--- config.mk ---
export PLATFORM = sky130hd
export DESIGN_NAME = outport_ctrl
export DESIGN_NICKNAME = d
export VERILOG_FILES = /design/src/rtl/outport_ctrl.sv
export SDC_FILE = /design/constraint.sdc
export NUM_CORES = 1
export LEC_CHECK = 0
export ABC_AREA = 1
export BUFFER_PORTS_ARGS = -buffer_cell sky130_fd_sc_hd__clkbuf_2
export CAP_MARGIN = 20
export CORE_MARGIN = 3
export CORE_UTILIZATION = 35
export CTS_CLUSTER_DIAMETER = 200
export DETAILED_ROUTE_END_ITERATION = 10
export GPL_TIMING_DRIVEN = 0
export PLACE_DENSITY = 0.67
export SYNTH_ARGS = -nofsm -noshare
export SYNTH_HDL_FRONTEND = slang
export SYNTH_SLANG_ARGS = --single-unit
--- constraint.sdc ---
create_clock -name clk -period 3.4 [get_ports clk]
set_input_delay 0.17 -clock clk [delete_from_list [all_inputs] [get_ports clk]]
set_output_delay 0.17 -clock clk [all_outputs]
set_load 0.02 [all_outputs]
--- src/rtl/outport_ctrl.sv ---
// Output-port controller: round-robin packet arbitration over the inports,
// credit-based flow control toward the next router and a registered link stage.
module outport_ctrl #(
  parameter int PORTS   = 5,
  parameter int FLIT_W  = 32,
  parameter int CREDITS = 4,
  parameter int PKT_LEN = 4
) (
  input  logic                    clk,
  input  logic                    rst,
  input  logic [PORTS-1:0]        port_rqs,
  input  logic [PORTS*FLIT_W-1:0] in_data,
  input  logic                    crt_in,
  output logic [PORTS-1:0]        arb_ack,
  output logic [FLIT_W-1:0]       output_channel,
  output logic                    diff_pair_p,
  output logic                    diff_pair_n,
  output logic                    credit_err
);

  localparam int IDX_W = (PORTS > 1) ? $clog2(PORTS) : 1;
  localparam int CNT_W = $clog2(PKT_LEN + 1);
  localparam int CRD_W = $clog2(CREDITS + 1);

  localparam logic [CNT_W-1:0] LAST_CNT = CNT_W'(PKT_LEN - 1);
  localparam logic [CNT_W-1:0] PKT_CNT  = CNT_W'(PKT_LEN);
  localparam logic [CRD_W-1:0] CRD_MAX  = CRD_W'(CREDITS);
  localparam logic [IDX_W-1:0] IDX_LAST = IDX_W'(PORTS - 1);

  typedef enum logic [0:0] {
    IDLE = 1'b0,
    SEND = 1'b1
  } state_t;

  state_t             state_r, state_s;
  logic [IDX_W-1:0]   winner_r, winner_s;
  logic [IDX_W-1:0]   rr_ptr_r, rr_ptr_s;
  logic [CNT_W-1:0]   flit_cnt_r, flit_cnt_s;
  logic [CRD_W-1:0]   credits_r;
  logic [PORTS-1:0]   ack_s;
  logic               issue_s;
  logic               found_s;
  logic [IDX_W-1:0]   pick_s;
  logic [IDX_W-1:0]   cand_s;
  logic               valid_r;
  logic [IDX_W-1:0]   sel_r;

  function automatic logic [IDX_W-1:0] next_idx(input logic [IDX_W-1:0] idx);
    return (idx == IDX_LAST) ? IDX_W'(0) : idx + IDX_W'(1);
  endfunction

  // Round-robin search: first requester at or above rr_ptr, wrapping
  always_comb begin
    found_s = 1'b0;
    pick_s  = IDX_W'(0);
    cand_s  = rr_ptr_r;
    for (int i = 0; i < PORTS; i++) begin
      if (!found_s && port_rqs[cand_s]) begin
        found_s = 1'b1;
        pick_s  = cand_s;
      end else begin
        found_s = found_s;
      end
      cand_s = next_idx(cand_s);
    end
  end

  // Next-state and ack decision; an ack is only ever issued against a nonzero registered credit count
  always_comb begin
    state_s    = state_r;
    winner_s   = winner_r;
    rr_ptr_s   = rr_ptr_r;
    flit_cnt_s = flit_cnt_r;
    issue_s    = 1'b0;
    case (state_r)
      IDLE: begin
        if (found_s && (credits_r != CRD_W'(0))) begin
          issue_s    = 1'b1;
          winner_s   = pick_s;
          flit_cnt_s = CNT_W'(1);
          if (PKT_CNT == CNT_W'(1)) begin
            state_s  = IDLE;
            rr_ptr_s = next_idx(pick_s);
          end else begin
            state_s  = SEND;
          end
        end else begin
          state_s = IDLE;
        end
      end
      SEND: begin
        if ((flit_cnt_r < PKT_CNT) && (credits_r != CRD_W'(0))) begin
          issue_s    = 1'b1;
          flit_cnt_s = flit_cnt_r + CNT_W'(1);
          if (flit_cnt_r == LAST_CNT) begin
            state_s  = IDLE;
            rr_ptr_s = next_idx(winner_r);
          end else begin
            state_s  = SEND;
          end
        end else begin
          state_s = SEND;
        end
      end
      default: begin
        state_s = IDLE;
      end
    endcase
  end

  // One-hot ack toward the latched winner
  always_comb begin
    ack_s = '0;
    if (issue_s) begin
      ack_s[winner_s] = 1'b1;
    end else begin
      ack_s = '0;
    end
  end

  // Arbitration state, packet counter and registered ack
  always_ff @(posedge clk) begin
    if (rst) begin
      state_r    <= IDLE;
      winner_r   <= IDX_W'(0);
      rr_ptr_r   <= IDX_W'(0);
      flit_cnt_r <= CNT_W'(0);
      arb_ack    <= '0;
    end else begin
      state_r    <= state_s;
      winner_r   <= winner_s;
      rr_ptr_r   <= rr_ptr_s;
      flit_cnt_r <= flit_cnt_s;
      arb_ack    <= ack_s;
    end
  end

  // Downstream credit count; a return at full count is flagged and otherwise ignored
  always_ff @(posedge clk) begin
    if (rst) begin
      credits_r  <= CRD_MAX;
      credit_err <= 1'b0;
    end else begin
      case ({crt_in, issue_s})
        2'b10: begin
          if (credits_r == CRD_MAX) begin
            credit_err <= 1'b1;
          end else begin
            credits_r <= credits_r + CRD_W'(1);
          end
        end
        2'b01:   credits_r <= credits_r - CRD_W'(1);
        default: credits_r <= credits_r;
      endcase
    end
  end

  // Link stage: the select follows the ack by one cycle so it lines up with the popped flit on in_data
  always_ff @(posedge clk) begin
    if (rst) begin
      valid_r        <= 1'b0;
      sel_r          <= IDX_W'(0);
      output_channel <= '0;
      diff_pair_p    <= 1'b0;
      diff_pair_n    <= 1'b1;
    end else begin
      valid_r     <= |arb_ack;
      sel_r       <= winner_r;
      diff_pair_p <= valid_r;
      diff_pair_n <= ~valid_r;
      if (valid_r) begin
        output_channel <= in_data[int'(sel_r)*FLIT_W +: FLIT_W];
      end else begin
        output_channel <= output_channel;
      end
    end
  end

endmodule

==> run metrics <==
syn_nets=792; Worst path max stage delay=0.39 ns; synthesized instance count=612; leading area contributor after synthesis=dfxtp_1; cell mode on critical path=nand2_2; I/O pin cnt=208; CP required=3.60 ns; die area=0.0129 mm^2; slew margin rel.=64.0%; asr flop ratio synth=0%; Layout Utilization=51.1%; Top FF cell, synth=dfxtp_1; crit share post-route=92.7%; Total Wirelength=15,400 um; Mean Syn Cell Area=6.60 um^2; routed vias=5,121; GRT Util Overall=22.7%; Max-Cap Viols=0; Ys Warns=0; post-route insts no fill=981; Max clock buf depth=2; post-synthesis mux area share=0%; CTS sink cnt=57; Worst-path clk slew=0.05 ns; via/cell ratio=5.22; VDD IR max=0.000325 V; adder-cell share of the synthesized area=3.90%; DR pass1 iterations=5; port bufs=207; # nets final=1,017; Synth Cell Area=0.00404 mm^2; Leakage=2.74 nW; Power Total=3.41 mW; Final HPWL DP=12,400 um; Placed Cells=959; Crit-path slowest cell=dfxtp_4; CTS buffer count=9; area grow syn2layout=40.1%; final setup violating endpoints=0; top post-synthesis cells by area=dfxtp_1, o21ai_0, nor2_1, nand2_1, nand3_1; HP Class=in -> reg; Unique masters post-synth=38; Post-Place Cell Area=0.00525 mm^2; core area=0.0111 mm^2; # hold bufs at CTS=0; Filler Cells Inserted=1,157; fin area=0.00566 mm^2; Die Ht=113 um; global-route wire length before repair=23,700 um; top-area cell type share of the netlist area=28.3%; hold violation count in the final report=0; Post-DRT Antenna Nets=0; layout cells sized above 1=33.2%; initial antenna violation count=0; FMAX=0.317 GHz; largest family of logic cells by synthesized area=compound AO/OA/AOI/OAI gates; antenna fix cells=0; Synth Area in Compound Gates=30.1%; Die Width=113 um; Seq cells post-synth=57; row count=38; GRT Residual Overflow=0; Worst Skew=0.00587 ns; WHS=0.162 ns; Clk Latency, worst-skew pair=0.33 ns; initial cell density of the core=36.4%; Seq/Total Area, Yosys=28.3%; critical path endpoint category=flop; CP arrival=3.35 ns; unrepaired setup endpoints after global routing=false; final max-slew violation count=0; CTS Root Cell=clkbuf_16; Setup crit start kind=flop; H-tree depth=3; Top delay family on crit path=simple AND/OR/NAND/NOR gates; crit path buf inv count=1; outcome=completed; Power Dens Cells=603 mW/mm^2; R2R Setup Slk=0.25 ns; Post-Synth Simple-Gate Area=29.0%; vias in the first global route=4,757; worst slew pin tran=0.538 ns; CP Max Fanout=8; # DRC=0; final period demand of the worst path=3.15 ns; TritonCTS clock tree=yes; critical path class=reg -> reg; WL per Instance=15.7 um; routability cong.=0.907; largest net degree at the start of global routing=11; Post-Synth XOR/XNOR Area=0%; Post-synth EDFFs=0; Initial DRC Count=304
[metal layers]
| metal | share of wire (%) | global-route usage, % |
|---|---|---|
| met3 | 6.7 | 4.30 |
| met4 | 2.1 | 7.37 |
| met2 | 48 | 38.9 |
| met1 | 43 | 28.9 |
| met5 | 0 | 0 |
[state kept, by name, indices dropped and copies added (netlist names)]
register	count
output_channel	32
arb_ack	5
credits_r	3
flit_cnt_r	3
rr_ptr_r	3
sel_r	3
winner_r	3
credit_err	1
diff_pair_n	1
diff_pair_p	1
state_r	1
valid_r	1
[cell usage after synthesis, drive strengths merged, types with 2 or more instances]
master	number
o21a	2
inv	50
o221ai	13
clkbuf	36
o22ai	19
nand2	104
nor3	5
ha	11
buf	3
a32o	13
o21bai	2
nor2	92
a21oi	13
a31oi	19
nand3	42
dfxtp	57
o21ai	116
nand4	3
nand3b	2
clkinv	4
o211ai	2
[report_power, final]
part	internal (mW)	total, mW	switching, mW
logic	0.525	1.47	0.942
registers	0.858	0.976	0.118
clock network	0.656	0.971	0.315
[worst paths after layout]
check | depth (start not counted) | start | end
hold reg to reg | 1 | output_channel[16] | output_channel[16]
setup / recovery | 25 | rr_ptr_r[1] | credits_r[2]
hold / removal | 3 | in_data[143] | output_channel[15]
setup reg to reg | 25 | rr_ptr_r[1] | credits_r[2]
[cells by family after synthesis]
logic type	after synthesis
DFF	57
buffers and inverters	93
adders and majority gates	12
AOI/OAI and AO/OA	200
and+or+nand+nor	250
[cell usage in the layout (no fill, tap or decap), types with 12 or more instances in the layout]
| cell | Yosys | final |
|---|---|---|
| dfxtp_1 | 57 | 55 |
| inv_1 | 44 | 42 |
| a31oi_1 | 19 | 19 |
| clkbuf_2 | 0 | 207 |
| clkbuf_1 | 36 | 38 |
| a32o_1 | 13 | 13 |
| o221ai_1 | 13 | 13 |
| nor2_1 | 89 | 88 |
| nand2_1 | 86 | 85 |
| nand2_2 | 11 | 12 |
| o21ai_0 | 112 | 112 |
| o22ai_1 | 19 | 19 |
| nand3_1 | 35 | 34 |
[metrics by stage]
step / setup TNS, ns / setup WS, ns
final: 0 / 0.247
after global routing: 0 / 0.0140
after CTS: 0 / 0.0409
after detailed placement: -0.734 / -0.364
after global placement: -0.710 / -0.348
after floorplan: 0 / 0.0109
[worst register-to-register path: cells and delay by family (launching register included)]
kind          cells  cell delay, ns
simple gates     20            1.62
flops             1            0.39
buf+inv           1            0.08
fa+ha+maj         4            0.94
[layout make-up]
class	instances	area [um^2]	share of cell area, %
Timing Repair Buffer	214	1090	19.2
Inverter	54	204	3.60
Clock inverter	3	65.1	1.15
Buffer	39	146	2.59
Clock buffer	12	246	4.36
Multi-Input combinational cell	462	2580	45.7
Tap cell	140	175	3.10
Sequential cell	57	1150	20.3
[what timing repair did]
action	4_1_cts	5_1_grt
setup buffers	2	5
resized for setup	7	6
pin swaps	1	3
cloned	0	0
endpoints found under the setup margin	5	6
(Power assumes the default switching activity.)
